[config.mk]
export PLATFORM = sky130hd
export DESIGN_NAME = sampling_rate_ctrl
export DESIGN_NICKNAME = d
export VERILOG_FILES = /design/src/rtl/sampling_pkg.sv /design/src/rtl/btn_debounce.sv /design/src/rtl/sampling_rate_ctrl.sv
export SDC_FILE = /design/constraint.sdc
export NUM_CORES = 1
export LEC_CHECK = 0
export ABC_CLOCK_PERIOD_IN_PS = 4100
export BUFFER_PORTS_ARGS = -buffer_cell sky130_fd_sc_hd__buf_2
export CORE_UTILIZATION = 63
export DETAILED_ROUTE_END_ITERATION = 10
export PLACE_DENSITY = 0.83
export SLEW_MARGIN = 20
export SYNTH_ARGS = -nofsm -noshare
export SYNTH_HDL_FRONTEND = slang
export SYNTH_SLANG_ARGS = --single-unit
[constraint.sdc]
create_clock -name Fg_clk -period 4.1 [get_ports Fg_clk]
set_clock_uncertainty 0.2 [all_clocks]
set_input_delay 1.025 -clock Fg_clk [delete_from_list [all_inputs] [get_ports Fg_clk]]
set_output_delay 1.025 -clock Fg_clk [all_outputs]
set_load 0.01 [all_outputs]
[src/rtl/sampling_pkg.sv]
`default_nettype none
// ============================================================================
// Module      : sampling_pkg
// Description : Shared defaults and types for the sample-rate controller.
//               Holds the default rate-mode count, divider width, startup
//               interval, debounce window and divider table, plus the
//               request-decoder enumeration.
// Revision    : 1.0 - initial release
// ============================================================================
package sampling_pkg;

   localparam int c_def_num_modes      = 5;
   localparam int c_def_cnt_w          = 15;
   localparam int c_def_startup_cycles = 78;
   localparam int c_def_deb_cycles     = 16;

   // Mode m's divider sits at [m*CNT_W +: CNT_W]; mode 0 is the fastest
   // (divider 0 -> strobe every cycle), mode 4 the slowest.
   localparam logic [c_def_num_modes*c_def_cnt_w-1:0] c_def_div_table =
      {15'd10000, 15'd1000, 15'd100, 15'd10, 15'd0};

   // Decoded mode request presented to the capture logic in one cycle.
   typedef enum logic [1:0] {
      REQ_NONE = 2'd0,
      REQ_UP   = 2'd1,
      REQ_DOWN = 2'd2,
      REQ_LOAD = 2'd3
   } mode_req_e;

endpackage : sampling_pkg
`default_nettype wire

[src/rtl/btn_debounce.sv]
`default_nettype none
// ============================================================================
// Module      : btn_debounce
// Description : Level debounce filter. The output follows the input only
//               after the input has differed from the output for DEB_CYCLES
//               consecutive cycles; shorter glitches are discarded.
// Ports       : Fg_clk  - clock
//               Reset   - synchronous active-high reset (output cleared)
//               btn_in  - synchronised button level
//               btn_out - filtered button level
// Revision    : 1.0 - initial release
// ============================================================================
module btn_debounce #(
   parameter int DEB_CYCLES = 16
) (
   input  logic Fg_clk,
   input  logic Reset,
   input  logic btn_in,
   output logic btn_out
);

   localparam int                 c_cnt_w = $clog2(DEB_CYCLES + 1);
   localparam logic [c_cnt_w-1:0] c_last  = c_cnt_w'(DEB_CYCLES - 1);

   logic [c_cnt_w-1:0] r_cnt;

   // r_cnt counts consecutive cycles in which the input disagrees with the
   // filtered level; any agreeing cycle restarts the window.
   always_ff @(posedge Fg_clk) begin
      if (Reset) begin
         r_cnt   <= '0;
         btn_out <= 1'b0;
      end else if (btn_in == btn_out) begin
         r_cnt <= '0;
      end else if (r_cnt == c_last) begin
         btn_out <= btn_in;
         r_cnt   <= '0;
      end else begin
         r_cnt <= r_cnt + 1'b1;
      end
   end

endmodule : btn_debounce
`default_nettype wire

[src/rtl/sampling_rate_ctrl.sv]
`default_nettype none
// ============================================================================
// Module      : sampling_rate_ctrl
// Description : Sample-rate controller for the function-generator datapath.
//               Emits a one-cycle Ready pulse after a startup interval, then a
//               periodic Enable strobe whose period is DIV_TABLE[Mode]+1.
//               Up/down/load mode requests accumulate in a pending target and
//               are applied only on a strobe boundary.
// Config      : SAMPLING_RATE_CTRL_DEBOUNCE_EN - when defined, IntBtn/DecBtn
//               pass through btn_debounce (DEB_CYCLES window) after the
//               synchroniser; otherwise the synchronised level is used raw.
// Ports       : Fg_clk   - clock
//               Reset    - synchronous active-high reset
//               IntBtn   - step mode up (rising edge)
//               DecBtn   - step mode down (rising edge)
//               ModeLoad - one-cycle direct-load request
//               ModeIn   - target mode for ModeLoad
//               Ready    - one-cycle pulse when startup completes
//               Running  - high from Ready onward
//               Enable   - sample strobe
//               Mode     - current mode
//               ModeChg  - one-cycle pulse when a new mode takes effect
// Revision    : 1.0 - initial release
// ============================================================================
module sampling_rate_ctrl
   import sampling_pkg::*;
#(
   parameter int                           NUM_MODES      = c_def_num_modes,
   parameter int                           CNT_W          = c_def_cnt_w,
   parameter logic [NUM_MODES*CNT_W-1:0]   DIV_TABLE      = c_def_div_table,
   parameter int                           STARTUP_CYCLES = c_def_startup_cycles,
   parameter int                           DEB_CYCLES     = c_def_deb_cycles,
   localparam int                          MODE_W         = $clog2(NUM_MODES)
) (
   input  logic              Fg_clk,
   input  logic              Reset,
   input  logic              IntBtn,
   input  logic              DecBtn,
   input  logic              ModeLoad,
   input  logic [MODE_W-1:0] ModeIn,
   output logic              Ready,
   output logic              Running,
   output logic              Enable,
   output logic [MODE_W-1:0] Mode,
   output logic              ModeChg
);

   localparam int                 c_st_w     = $clog2(STARTUP_CYCLES + 1);
   localparam logic [c_st_w-1:0]  c_st_last  = c_st_w'(STARTUP_CYCLES - 1);
   localparam logic [c_st_w-1:0]  c_st_end   = c_st_w'(STARTUP_CYCLES);
   localparam logic [MODE_W-1:0]  c_mode_max = MODE_W'(NUM_MODES - 1);

   // ------------------------------------------------------------------------
   // Input conditioning. Buttons go through a 2-flop synchroniser; ModeLoad
   // and ModeIn are delayed by the same two stages so that a load and a
   // button edge presented together reach the decoder together.
   // ------------------------------------------------------------------------
   logic [1:0]        r_int_sync;
   logic [1:0]        r_dec_sync;
   logic [1:0]        r_load_dly;
   logic [MODE_W-1:0] r_modein_d1;
   logic [MODE_W-1:0] r_modein_d2;
   logic              r_int_prev;
   logic              r_dec_prev;
   logic              w_int_filt;
   logic              w_dec_filt;

   always_ff @(posedge Fg_clk) begin
      if (Reset) begin
         r_int_sync  <= '0;
         r_dec_sync  <= '0;
         r_load_dly  <= '0;
         r_modein_d1 <= '0;
         r_modein_d2 <= '0;
         r_int_prev  <= 1'b0;
         r_dec_prev  <= 1'b0;
      end else begin
         r_int_sync  <= {r_int_sync[0], IntBtn};
         r_dec_sync  <= {r_dec_sync[0], DecBtn};
         r_load_dly  <= {r_load_dly[0], ModeLoad};
         r_modein_d1 <= ModeIn;
         r_modein_d2 <= r_modein_d1;
         r_int_prev  <= w_int_filt;
         r_dec_prev  <= w_dec_filt;
      end
   end

`ifdef SAMPLING_RATE_CTRL_DEBOUNCE_EN
   btn_debounce #(
      .DEB_CYCLES (DEB_CYCLES)
   ) u_int_deb (
      .Fg_clk  (Fg_clk),
      .Reset   (Reset),
      .btn_in  (r_int_sync[1]),
      .btn_out (w_int_filt)
   );

   btn_debounce #(
      .DEB_CYCLES (DEB_CYCLES)
   ) u_dec_deb (
      .Fg_clk  (Fg_clk),
      .Reset   (Reset),
      .btn_in  (r_dec_sync[1]),
      .btn_out (w_dec_filt)
   );
`else
   // No filter: the synchronised level feeds the edge detector directly and
   // the debounce window has no effect in this build.
   if (DEB_CYCLES >= 0) begin : g_raw_btn
      assign w_int_filt = r_int_sync[1];
      assign w_dec_filt = r_dec_sync[1];
   end else begin : g_raw_btn_any
      assign w_int_filt = r_int_sync[1];
      assign w_dec_filt = r_dec_sync[1];
   end
`endif

   logic w_up_edge;
   logic w_dn_edge;

   assign w_up_edge = w_int_filt & ~r_int_prev;
   assign w_dn_edge = w_dec_filt & ~r_dec_prev;

   // ------------------------------------------------------------------------
   // Request decode and next-target computation
   // ------------------------------------------------------------------------
   logic              r_pend;
   logic [MODE_W-1:0] r_tgt;
   logic              w_load_ok;
   mode_req_e         w_req;
   logic [MODE_W-1:0] w_base;
   logic [MODE_W-1:0] w_next;

   assign w_load_ok = r_load_dly[1] && (32'(r_modein_d2) < NUM_MODES);

   always_comb begin
      w_req = REQ_NONE;
      if (w_load_ok) begin
         w_req = REQ_LOAD;
      end else if (w_up_edge && !w_dn_edge) begin
         w_req = REQ_UP;
      end else if (w_dn_edge && !w_up_edge) begin
         w_req = REQ_DOWN;
      end
   end

   // Requests stack on the pending target so several presses between
   // strobes accumulate.
   always_comb begin
      w_base = r_pend ? r_tgt : Mode;
      w_next = w_base;
      case (w_req)
         REQ_UP:   w_next = (w_base == c_mode_max) ? '0 : w_base + MODE_W'(1);
         REQ_DOWN: w_next = (w_base == '0) ? c_mode_max : w_base - MODE_W'(1);
         REQ_LOAD: w_next = r_modein_d2;
         default:  w_next = w_base;
      endcase
   end

   // ------------------------------------------------------------------------
   // Startup sequencer: saturating counter, Ready fires once on arrival.
   // ------------------------------------------------------------------------
   logic [c_st_w-1:0] r_st_cnt;

   always_ff @(posedge Fg_clk) begin
      if (Reset) begin
         r_st_cnt <= '0;
         Ready    <= 1'b0;
         Running  <= 1'b0;
      end else begin
         Ready <= 1'b0;
         if (r_st_cnt != c_st_end) begin
            r_st_cnt <= r_st_cnt + 1'b1;
            if (r_st_cnt == c_st_last) begin
               Ready   <= 1'b1;
               Running <= 1'b1;
            end
         end
      end
   end

   // ------------------------------------------------------------------------
   // Rate divider and mode apply
   // ------------------------------------------------------------------------
   logic [CNT_W-1:0] w_div_tab [NUM_MODES];
   logic [CNT_W-1:0] w_div;
   logic [CNT_W-1:0] r_div_cnt;
   logic             w_apply;

   for (genvar g = 0; g < NUM_MODES; g++) begin : g_div_tab
      assign w_div_tab[g] = DIV_TABLE[g*CNT_W +: CNT_W];
   end

   assign w_div   = w_div_tab[Mode];
   assign w_apply = Running & Enable & r_pend;

   always_ff @(posedge Fg_clk) begin
      if (Reset) begin
         r_div_cnt <= '0;
         Enable    <= 1'b0;
         Mode      <= '0;
         ModeChg   <= 1'b0;
         r_pend    <= 1'b0;
         r_tgt     <= '0;
      end else begin
         ModeChg <= w_apply;

         // The apply edge swallows the strobe and restarts the count, so the
         // new period is measured in full from this edge.
         if (!Running) begin
            r_div_cnt <= '0;
            Enable    <= 1'b0;
         end else if (w_apply) begin
            Mode      <= r_tgt;
            r_div_cnt <= '0;
            Enable    <= 1'b0;
         end else if (r_div_cnt == w_div) begin
            r_div_cnt <= '0;
            Enable    <= 1'b1;
         end else begin
            r_div_cnt <= r_div_cnt + 1'b1;
            Enable    <= 1'b0;
         end

         // A request coinciding with an apply uses r_tgt (the mode being
         // applied) as its base and stays pending for the next strobe.
         if (w_req != REQ_NONE) begin
            r_tgt  <= w_next;
            r_pend <= 1'b1;
         end else if (w_apply) begin
            r_pend <= 1'b0;
         end
      end
   end

endmodule : sampling_rate_ctrl
`default_nettype wire

Yosys cells after proc, flatten, opt, wreduce, memory -nomap -nowiden
Memory sizes are Yosys's and may differ from the RTL's. Index checks and enable logic that the tools add are counted.

Register bits: 47. Memories: 1. Word-level logic and storage cells: 65. Bits in latches: 0. Bits in read-only memories: 120. RAM bits: 0. Bits of input ports: 8.

Reduce and logical (&&, ||, !) cells: 13. $mul: 0. Bitwise gates (word level): 9. Eq/ne operators: 7. Multiplexer cells: 13. Shift-type cells: 0. Div/mod/pow operators: 0. Magnitude comparators: 2. $add $sub $neg: 4.

Memories: (name not given) (depth 8, width 15, rd ports 1, clocked after memory_dff 0, write ports 0, RTL line sampling_rate_ctrl.sv:194) `assign w_div = w_div_tab[Mode];`.

Operators by type and width (count): two-way mux 15 bit (2); adder 15 x 1 -> 15 bit (second input constant) (1); equality test 15 bit (1); two-way mux 3 bit (3); case mux 3 bit (3 select lines) (1); adder 7 x 1 -> 7 bit (second input constant) (1); equality test 7 bit (second input constant) (1); inequality test 7 bit (second input constant) (1); two-way mux 2 bit (3); bitwise AND 1 bit (4); equality test 2 bit (second input constant) (2); greater-or-equal comparator 4 bit (second input constant) (1); two-way mux 1 bit (4); NOT 1 bit (4); NOT 3 -> 4 bit (1); AND reduction 2 bit (2); nonzero test 2 bit (2); OR reduction 4 bit (1); adder 3 x 1 -> 3 bit (second input constant) (1); equality test 3 bit (second input constant) (1); logical AND 1 bit (3); logical NOT 3 bit (1); < comparator 3 bit (second input constant) (1); OR reduction 3 bit (1); 4 further kinds (5).

Depth between registers and ports, before layout
Depth after elaboration: 9. Depth in mapped cells: 8.

Least setup slack after synthesis
Ideal clock, no wire load.

Kind: reg2reg. From: register Mode[0]. To: register r_tgt[0]. Stages on the path, launching flop included: 8. Arrival: 1.599 ns. Required time: 3.809 ns. Slack: 2.210 ns. Buffers on the path: 1. Period minus slack after synthesis: 1.890 ns. Cell sequence: dfxtp_1 -> buf_2 -> mux2i_1 -> ha_1 -> ha_1 -> and3b_1 -> o21ai_0 -> a311oi_1.

Word-level cells in the longest chain between the ends: 4. Elaborated cells on any way between the ends: 8. Those cells by class: add/sub (2); eq/ne (1); mux (4); reduce/logical (1).

Ends and longest elaborated chain: start: declaration (RTL line sampling_rate_ctrl.sv:44) `output logic [MODE_W-1:0] Mode,`; start signal: assignment (RTL line sampling_rate_ctrl.sv:214) `Mode <= r_tgt;`; two-way mux 3 bit * (RTL line sampling_rate_ctrl.sv:150) `w_base = r_pend ? r_tgt : Mode;`; subtractor 3 x 1 -> 3 bit (tied with other cells) (RTL line sampling_rate_ctrl.sv:154) `REQ_DOWN: w_next = (w_base == '0) ? c_mode_max : w_base - MODE_W'(1);`; two-way mux 3 bit (on tied branches) (RTL line sampling_rate_ctrl.sv:154, sampling_rate_ctrl.sv:153); case mux 3 bit (3 select lines) * (RTL line sampling_rate_ctrl.sv:152) `case (w_req)`; end signal: assignment (RTL line sampling_rate_ctrl.sv:228) `r_tgt <= w_next;`; end: declaration (RTL line sampling_rate_ctrl.sv:128) `logic [MODE_W-1:0] r_tgt;`.

Mark *: on every way between the ends. The rest lies on a longest branch, timed or not. A chain may end at the register's enable or synchronous reset.

Final worst setup path
From: register Mode[2]. To: output port Mode[2].

No word-level cell between the ends.

==> summary.txt <==
Critical path
  • R2R Path Start: r_div_cnt[1]$_SDFF_PP0_
  • Worst Setup SP: Mode[2]$_SDFFE_PP0P_
  • Arrival time worst endpoint: roughly 1.2 ns
  • CP max stage delay: ~0.6 ns
  • WS Path Type: reg -> out
  • Critical-path maximum fanout: 12
  • CP Launch Type: flop
  • CP top delay family: flip-flops
  • Critical path buffers and inverters: 1
  • CP Capture Type: output port
  • Required time worst endpoint: between 2 and 3 ns
  • Slowest cell on crit path: dfxtp_1
  • Critical-path cell list: buf_2

STA
  • Tmin final: 2.40 ns
  • Unrepaired setup endpoints after global routing: no
  • Hold Vio Cnt, Final: 0
  • Worst Slack Setup Final: 1.70 ns
  • Slew @ Worst Pin: about 0.67 ns
  • Worst slew margin: between 50% and 60%
  • Peak Freq: about 420 MHz
  • Setup TNS: 0 ns
  • Endpoints failing setup: 0
  • Max Slew Vio Count: 0
  • Crit share post-route: approximately three fifths

Layout
  • Diodes inserted: 0
  • Most frequent cells in the layout: dfxtp_1, nor2_1, nor2b_1
  • Commonest non-fill, non-tap cell in the layout: dfxtp_1
  • Area growth syn-to-layout: 6.38%
  • Fin nets: 266
  • Share of cells above drive strength 1: 9.96%

Clock network
  • Cts repair resizes: 0
  • Num CTS Buffers: 5
  • Clk Latency, worst-skew pair: between 0.3 and 0.4 ns
  • Clock Tree Root: clkbuf_4
  • Htree depth: 2
  • Hold buffer count at cts: 0
  • Clk buf depth: 2
  • Post-CTS setup repair buffer count: 0
  • Clk sinks: 47
  • Clk pin slew, worst setup/hold paths: 0.14 ns
  • CTS tree: built

Global route
  • Global-route wire length before repair: between 6000 and 7000 um
  • Initial antenna violation count: 0
  • Grt total ovfl: 0
  • Vias in the first global route: roughly 1.4k
  • Total GRT Usage: ~23%
  • Largest net degree at the start of global routing: 33

Power
  • Leakage Power: around 0.87 nW
  • Part of the power in combinational logic: under 10%
  • Total power: 0.790 mW
  • Clk pwr share: a little over a third
  • NetSw: approximately 0.18 mW
  • Power Density: 341 mW/mm^2
  • Pint: approximately 0.62 mW
  • Switch share: 22.2%
  • VDD IR-drop max: 0.000286 V
  • Seq pwr share: 60.4%

Floorplan
  • Die W: about 60 um
  • Top-Level Pins: 15
  • Core ar.: between 0.003 and 0.004 sq mm
  • Starting Density: 68.5%
  • Die Area: between 0.003 and 0.004 sq mm
  • Row Count: 20
  • Die Ht: ~61 um

Logic synthesis
  • YS warnings: 0
  • Cells after Synth: between 200 and 250
  • Distinct cells, synth: 40
  • Synth Cell Area: around 0.0022 sq mm
  • Mean area per synthesized cell: 9.04 sq um
  • Post-synthesis sequential area ratio: between 40% and 50%
  • Seq cells post-synth: 47
  • Post-Syn Nets: 257

Placement
  • Buffers on Ports: 14
  • Dpl ws: approximately 1.6 ns
  • Detail Placement HPWL: around 2600 um
  • Final GP Congestion: ~0.93

Route
  • Post-DR vias/cell: between 5 and 6
  • Pre-Repair DR Iteration Count: 4
  • DRT antenna net count: 0
  • Drt wl/cell: between 10 and 15 um
  • DRT Wirelength: around 3800 um
  • Vias: roughly 1.6k
  • 1st-iter DRT viols: 124
  • # DRC: 0

Run status
  • Status: finished, final reports clean

Hold path
  • Worst min-delay path category: reg -> reg
  • Hold_sp: r_modein_d1[2]$_SDFF_PP0_

Job
  • Total of max-cap violations: 0
## registers in the layout, summed over array words and instances (netlist names), 2 cells and up
register and count:
r_st_cnt 7, r_dec_sync 2, Mode 3, r_modein_d1 3, r_load_dly 2, r_modein_d2 3
r_int_sync 2, r_div_cnt 15, r_tgt 3
## logic make-up after synthesis
logic type	Yosys count	synth area share (%)
adder cells (fa/ha/maj)	8	4.60
flip-flops	47	43.2
XOR/XNOR	20	8.04
AND/OR/NAND/NOR	95	22.7
AO/OA/AOI/OAI	41	13.2
multiplexers	6	2.76
buffers and inverters	24	5.46
## per-layer routing
layer  routed length, um  global-route usage (%)
met3                 184                    6.18
met5                   0                       0
met2                1580                    35.5
met4                  40                    6.82
met1                2000                    31.3
## stage by stage
| step | cell area, sq um | hold slack [ns] | cells | utilization, % |
|---|---|---|---|---|
| after floorplan | 2180 | 0.214 | 241 | - |
| after global placement | 2230 | 0.217 | 287 | 70.2 |
| after detailed placement | 2230 | 0.223 | 287 | 70.2 |
| after CTS | 2310 | 0.251 | 295 | 72.7 |
| after global routing | 2320 | 0.255 | 295 | 72.9 |
| final | 2320 | 0.253 | 295 | 72.9 |
## power by group through the flow
stage	combinational [mW]	clock [mW]	sequential [mW]
finish	0.0368	0.276	0.478
global route	0.0421	0.297	0.480
CTS	0.0371	0.277	0.478
detailed placement	0.0369	0	0.488
global placement	0.0358	0	0.488
floorplan	0.0312	0	0.484
## synth_stat cells
cell type	n	area share (%)
a221oi_1	1	0.40
clkbuf_1	5	0.86
ha_1	8	4.6
a21o_1	2	0.69
nand2_2	1	0.29
clkbuf_8	2	1.3
nand3_1	7	1.6
and2_0	1	0.29
nor4_1	4	1.1
o32ai_1	1	0.40
a22o_1	1	0.40
nor3_1	10	2.3
and4_1	2	0.80
mux2i_1	6	2.8
nand3_2	1	0.46
o21a_1	1	0.34
a21oi_1	8	1.8
nor3b_1	1	0.34
a211oi_1	14	4.8
dfxtp_1	47	43
nand3b_1	1	0.34
a32o_1	1	0.46
nor2_1	21	3.6
nand2_1	16	2.8
o2111a_1	2	1.0
a31oi_1	3	0.86
nand4_1	6	1.7
or3_1	1	0.29
buf_2	4	0.92
and3b_1	1	0.40
nand2b_1	1	0.29
nor2b_1	20	5.7
xnor2_1	11	4.4
xor2_1	9	3.6
or4_1	1	0.34
inv_1	12	2.1
o21ai_0	5	1.1
buf_4	1	0.34
o2bb2ai_1	1	0.40
a311oi_1	1	0.40
## final timing paths
check	depth (start not counted)	to	slack [ns]
min reg2reg	1	r_modein_d2[2]$_SDFF_PP0_	0.25
max reg2reg	5	r_div_cnt[14]$_SDFF_PP0_	1.88
max	1	Mode[2]	1.70
min	1	r_modein_d2[2]$_SDFF_PP0_	0.25
## area by class of cell
class,count,area (sq um)
Multi-Input combinational cell,170,1120
Clock inverter,3,43.8
Inverter,12,45.0
Fill cell,256,861
Clock buffer,5,37.5
Sequential cell,47,941
Timing Repair Buffer,14,70.1
Tap cell,44,55.1
No activity file was read; power rests on OpenSTA's default activity.
